**src/rtl/up_pkg.sv**
```systemverilog
// Shared constants and control-word layout for the 4-bit processing unit.
package up_pkg;

  localparam logic [3:0] G_TA   = 4'b0000;
  localparam logic [3:0] G_INC  = 4'b0001;
  localparam logic [3:0] G_ADD  = 4'b0010;
  localparam logic [3:0] G_ADDC = 4'b0011;
  localparam logic [3:0] G_ADNB = 4'b0100;
  localparam logic [3:0] G_SUB  = 4'b0101;
  localparam logic [3:0] G_DEC  = 4'b0110;
  localparam logic [3:0] G_TA2  = 4'b0111;
  localparam logic [3:0] G_AND  = 4'b1000;
  localparam logic [3:0] G_OR   = 4'b1010;
  localparam logic [3:0] G_XOR  = 4'b1100;
  localparam logic [3:0] G_NOT  = 4'b1110;

  localparam logic [1:0] H_PASS = 2'b00;
  localparam logic [1:0] H_SHR  = 2'b01;
  localparam logic [1:0] H_SHL  = 2'b10;
  localparam logic [1:0] H_ZERO = 2'b11;

  localparam int CW_A    = 14;
  localparam int CW_B    = 12;
  localparam int CW_DEST = 10;
  localparam int CW_WE   = 9;
  localparam int CW_MB   = 8;
  localparam int CW_G    = 4;
  localparam int CW_H    = 2;
  localparam int CW_MF   = 1;
  localparam int CW_MD   = 0;

  localparam int FLAG_V = 3;
  localparam int FLAG_N = 2;
  localparam int FLAG_Z = 1;
  localparam int FLAG_C = 0;

  typedef struct packed {
    logic [1:0] a;
    logic [1:0] b;
    logic [1:0] dest;
    logic       we;
    logic       mb;
    logic [3:0] g;
    logic [1:0] h;
    logic       mf;
    logic       md;
  } ctrl_t;

endpackage

```
**src/rtl/up_alu.sv**
```systemverilog
// Combinational 4-bit ALU: arithmetic through one adder, logic ops clear C/V.
module up_alu
  import up_pkg::*;
(
  input  logic [3:0] a_i,
  input  logic [3:0] b_i,
  input  logic [3:0] g_i,
  output logic [3:0] f_o,
  output logic       v_o,
  output logic       n_o,
  output logic       z_o,
  output logic       c_o
);

  logic [3:0] y;
  logic [4:0] sum;

  // Arithmetic ops are A + Y + G[0], with Y picked by G[2:1]
  always_comb begin
    y = 4'h0;
    unique case (g_i[2:1])
      2'b00: y = 4'h0;
      2'b01: y = b_i;
      2'b10: y = ~b_i;
      2'b11: y = 4'hF;
      default: y = 4'h0;
    endcase
    sum = {1'b0, a_i} + {1'b0, y} + {4'b0, g_i[0]};
  end

  always_comb begin
    f_o = sum[3:0];
    c_o = sum[4];
    v_o = (a_i[3] == y[3]) && (sum[3] != a_i[3]);
    if (g_i[3]) begin
      c_o = 1'b0;
      v_o = 1'b0;
      unique case (g_i[2:1])
        G_AND[2:1]: f_o = a_i & b_i;
        G_OR[2:1]:  f_o = a_i | b_i;
        G_XOR[2:1]: f_o = a_i ^ b_i;
        G_NOT[2:1]: f_o = ~a_i;
        default:    f_o = 4'h0;
      endcase
    end
    n_o = f_o[3];
    z_o = (f_o == 4'h0);
  end

endmodule

```
**src/rtl/unidad_procesadora_4b.sv**
```systemverilog
// 4-bit datapath: register file, ALU/shifter function unit, flags register.
module unidad_procesadora_4b
  import up_pkg::*;
(
  input  logic        clk,
  input  logic        reset,
  input  logic [15:0] control,
  input  logic [3:0]  datain,
  output logic [3:0]  flags,
  output logic [3:0]  dataout,
  output logic [3:0]  adr_out
);

  ctrl_t      c;
  logic [3:0] rf_q [4];
  logic [3:0] flags_q;
  logic [3:0] flags_d;
  logic [3:0] bus_a;
  logic [3:0] bus_b;
  logic [3:0] alu_f;
  logic [3:0] sh_f;
  logic [3:0] fn;
  logic [3:0] wb;
  logic       alu_v;
  logic       alu_n;
  logic       alu_z;
  logic       alu_c;

  assign c     = ctrl_t'(control);
  assign bus_a = rf_q[c.a];
  assign bus_b = c.mb ? datain : rf_q[c.b];

  up_alu u_alu (
    .a_i (bus_a),
    .b_i (bus_b),
    .g_i (c.g),
    .f_o (alu_f),
    .v_o (alu_v),
    .n_o (alu_n),
    .z_o (alu_z),
    .c_o (alu_c)
  );

  always_comb begin
    sh_f = 4'h0;
    unique case (c.h)
      H_PASS: sh_f = bus_b;
      H_SHR:  sh_f = bus_b >> 1;
      H_SHL:  sh_f = bus_b << 1;
      H_ZERO: sh_f = 4'h0;
      default: sh_f = 4'h0;
    endcase
  end

  assign fn = c.mf ? sh_f : alu_f;
  assign wb = c.md ? datain : fn;

  // Flags track the ALU whenever it drives F, regardless of write-back
  always_comb begin
    flags_d = flags_q;
    if (!c.mf) begin
      flags_d[FLAG_V] = alu_v;
      flags_d[FLAG_N] = alu_n;
      flags_d[FLAG_Z] = alu_z;
      flags_d[FLAG_C] = alu_c;
    end
  end

  always_ff @(posedge clk) begin
    if (reset) begin
      for (int i = 0; i < 4; i++) rf_q[i] <= 4'h0;
      flags_q <= 4'h0;
    end else begin
      if (c.we) rf_q[c.dest] <= wb;
      flags_q <= flags_d;
    end
  end

  assign flags   = flags_q;
  assign dataout = rf_q[c.b];
  assign adr_out = rf_q[c.a];

endmodule

```
**config.mk**
```make
export PLATFORM = sky130hd
export DESIGN_NAME = unidad_procesadora_4b
export DESIGN_NICKNAME = d
export VERILOG_FILES = /design/src/rtl/up_pkg.sv /design/src/rtl/up_alu.sv /design/src/rtl/unidad_procesadora_4b.sv
export SDC_FILE = /design/constraint.sdc
export NUM_CORES = 1
export LEC_CHECK = 0
export ABC_AREA = 1
export CAP_MARGIN = 20
export CORE_ASPECT_RATIO = 1.75
export CORE_MARGIN = 5
export CORE_UTILIZATION = 53
export DETAILED_ROUTE_END_ITERATION = 12
export PLACE_DENSITY = 0.81
export SYNTH_ARGS = -nofsm -noshare
export SYNTH_HDL_FRONTEND = slang
export SYNTH_SLANG_ARGS = --single-unit
```
**constraint.sdc**
```tcl
create_clock -name clk -period 3.15 [get_ports clk]
set_clock_uncertainty 0.15 [all_clocks]
set_input_delay 0.315 -clock clk [delete_from_list [all_inputs] [get_ports clk]]
set_output_delay 0.315 -clock clk [all_outputs]
set_load 0.02 [all_outputs]
```
==> metrics.csv <==
stage,metric,value,unit
worst_setup_path,Setup crit end kind,flop,
route,DRT Pass-1 Iters,4,
worst_setup_path,arrival time at the worst endpoint,2800,ps
route,# DRC,0,
logic_synthesis,Gate Count Post-Synth,275,
status,outcome,finished clean,
place,placed insts,377,
logic_synthesis,synthesized area,1850,sq um
clock_tree,number of post-CTS setup repair buffers,0,
floorplanning,Core Rows,28,
layout,design area,2480,sq um
layout,Syn-to-layout area delta,34.6,%
clock_tree,maximum clock path buffer count,2,
layout,layout cells sized above 1,17.6,%
grt,final global-route overflow total,0,
clock_tree,clk sinks,20,
flow_run,# Max-Cap Violations,0,
hold_path,worst min-delay path class,flop to flop,
logic_synthesis,most frequent cells after synthesis,"92 x nand2_1, 37 x inv_1, 26 x nand3_1",
timing,Fmax achieved,340,MHz
worst_setup_path,CP max FO,4,
logic_synthesis,Area contributors post-synth,"edfxtp_1 26%, nand2_1 19%, inv_1 7.5%, ha_1 7.5%, nand3_1 7.1%",
worst_setup_path,CP Cell Sequence,clkdlybuf4s50_1 > inv_2 > nand3_1 > nand3_1 > nand2_2 > nand2_1 > o21ai_0 > fa_1 > fa_1 > o21ai_0 > nand2_1 > a21oi_1 > nand2_1 > nand2_2 > nor2_1,
layout,FILL cells,299,
place,GPL Wtd Cong,0.895,
floorplanning,chip width,54.6,um
timing,setup ws final,211,ps
logic_synthesis,register area share after synthesis,30.4,%
floorplanning,core area,3360,sq um
pwr,maximum vdd drop,0.338,mV
grt,first-pass GRT wire length,8670,um
logic_synthesis,share of the synthesized area in the top cell type,26.0,%
floorplanning,Die H,88.1,um
logic_synthesis,largest area contributor in the netlist,edfxtp_1,
clock_tree,htree depth,1,
floorplanning,Initial Util,54.9,%
logic_synthesis,Synth Net Count,310,
timing,minimum clock period,2940,ps
timing,max_slew headroom,71.2,%
route,Final ANT Viol Nets,0,
logic_synthesis,Synth cell types,26,
route,initial drt markers,57,
layout,number of inserted diodes,0,
worst_setup_path,startpoint types,input pin,
place,Area after DPL,2410,sq um
place,Port Buf Inserts,33,
clock_tree,worst skew pair latency,260,ps
clock_tree,hold_buf cts,0,
logic_synthesis,Post-synth EDFFs,16,
grt,largest net degree at the start of global routing,13,
worst_setup_path,family with the most delay on the worst path,adder cells,
worst_setup_path,critical path type,input pin to flop,
layout,FF/Latch Area,561,sq um
worst_setup_path,data required time of the worst path,3010,ps
floorplanning,number of I/O pins,34,
route,Avg WL per Cell,13.6,um
logic_synthesis,Synth Register Bits,20,
pwr,Pleak,1.25,nW
place,pre-CTS setup slack,-137,ps
logic_synthesis,Synth Flop Type,edfxtp_1,
logic_synthesis,synth warn,0,
grt,number of global-route vias before repair,1990,
layout,# nets final,372,
timing,Slew Limit Fails,0,
timing,slew at the pin closest to its max-slew limit,430,ps
layout,multi-input combinational cell area,1080,sq um
grt,initial antenna violation count,0,
floorplanning,die area,4810,sq um
layout,final cell count without fillers,381,
route,WL final,5190,um
route,vias per cell,5.15,
timing,unrepaired setup endpoints after global routing,no,
grt,total track usage,24.6,%
timing,Fin. Hold Viols,0,
route,vias,1962,
place,hpwl dp,4370,um
clock_tree,root buf cell,clkbuf_8,
worst_setup_path,worst path bufs/invs,2,
clock_tree,Clock transition at path regs,70,ps
timing,setup violators final,0,
worst_setup_path,Most common cell on crit path,nand2_1,
logic_synthesis,Post-synth ARST share,0,%
clock_tree,CTS Buf Count,3,
timing,fin crit share,93.3,%
clock_tree,CTS tree,built,
pwr,PD cells,365,nW/um^2
logic_synthesis,"count leader, synth",nand2_1,
worst_setup_path,Worst path max stage delay,490,ps
logic_synthesis,syn_area_per_cell,6.71,sq um
worst_setup_path,Crit-path slowest cell,clkdlybuf4s50_1,
==> path summary, 6_finish.rpt <==
| kind | startpoint | to | slack [ps] | cells past startpoint |
|---|---|---|---|---|
| worst max-delay path | control[13] | rf_q[1][2] | 210 | 15 |
| worst min-delay path | flags[2] | flags[2] | 320 | 2 |
| worst max register to register | rf_q[1][0] | rf_q[1][2] | 390 | 14 |
| worst min register to register | flags[2] | flags[2] | 320 | 2 |
==> cell families (layout without fill, tap and decap cells) <==
| kind of cell | after synthesis | after routing | share of synthesized area [%] |
|---|---|---|---|
| AOI/OAI and AO/OA | 30 | 30 | 10.0 |
| adders and majority gates | 13 | 13 | 9.63 |
| buffers and inverters | 47 | 108 | 10.8 |
| DFF | 20 | 20 | 30.4 |
| and+or+nand+nor | 165 | 165 | 39.1 |
==> stage by stage <==
| stage | total power [mW] | hold slack [ps] | setup TNS [ps] | util, % |
|---|---|---|---|---|
| after floorplan | 0.503 | 234 | 0 | - |
| after global placement | 0.646 | 293 | -524 | 71.7 |
| after detailed placement | 0.654 | 303 | -890 | 71.7 |
| after CTS | 0.908 | 320 | 0 | 73.8 |
| after global routing | 0.955 | 353 | 0 | 73.9 |
| final | 0.907 | 317 | 0 | 73.9 |
==> worst min-delay path, delay by kind of cell, from the launching register on <==
family           cells  cell delay (ps)
AO/OA/AOI/OAI        1               60
flip-flops           1              310
AND/OR/NAND/NOR      1               60
==> registers in the layout, indices dropped and copies added (netlist names) <==
register	flops
flags	4
rf_q	16
==> final cells by class <==
class	instances	share of cell area [%]
multi-input combinational	208	43.7
clock inverter	1	1.21
clock buffer	3	1.66
tap	45	2.27
inverter	43	6.80
sequential	20	22.6
timing repair buffer	61	21.9
==> power by group <==
| group | total [mW] | switching (mW) | internal [mW] |
|---|---|---|---|
| Sequential | 0.308 | 0.00782 | 0.301 |
| Combinational | 0.342 | 0.188 | 0.154 |
| Clock | 0.257 | 0.0871 | 0.170 |
| Total | 0.907 | 0.283 | 0.624 |
==> cells in the final DEF, fill, tap and decap left out, types with 8 or more instances in the layout <==
master | synthesis | routed
o21ai_0 | 8 | 8
clkdlybuf4s50_1 | 0 | 32
nand2_1 | 92 | 92
nand3_1 | 26 | 26
nor2_1 | 25 | 25
nand2_2 | 13 | 13
ha_1 | 11 | 11
edfxtp_1 | 16 | 16
inv_1 | 37 | 37
a21oi_1 | 15 | 15
buf_4 | 2 | 28
==> metal layers <==
layer,wire length [um],vias to the layer above,global-route usage (%)
li1,-,991,-
met5,0,-,0
met1,1870,893,25.4
met4,187,0,12.5
met2,2920,61,46.2
met3,215,17,1.87
==> what timing repair did <==
item | 4_1_cts | 5_1_grt
gates resized for setup | 0 | 1
endpoints found under the hold margin | 0 | 0
endpoints found under the setup margin | 0 | 9
Power figures use the tool's default switching activity.
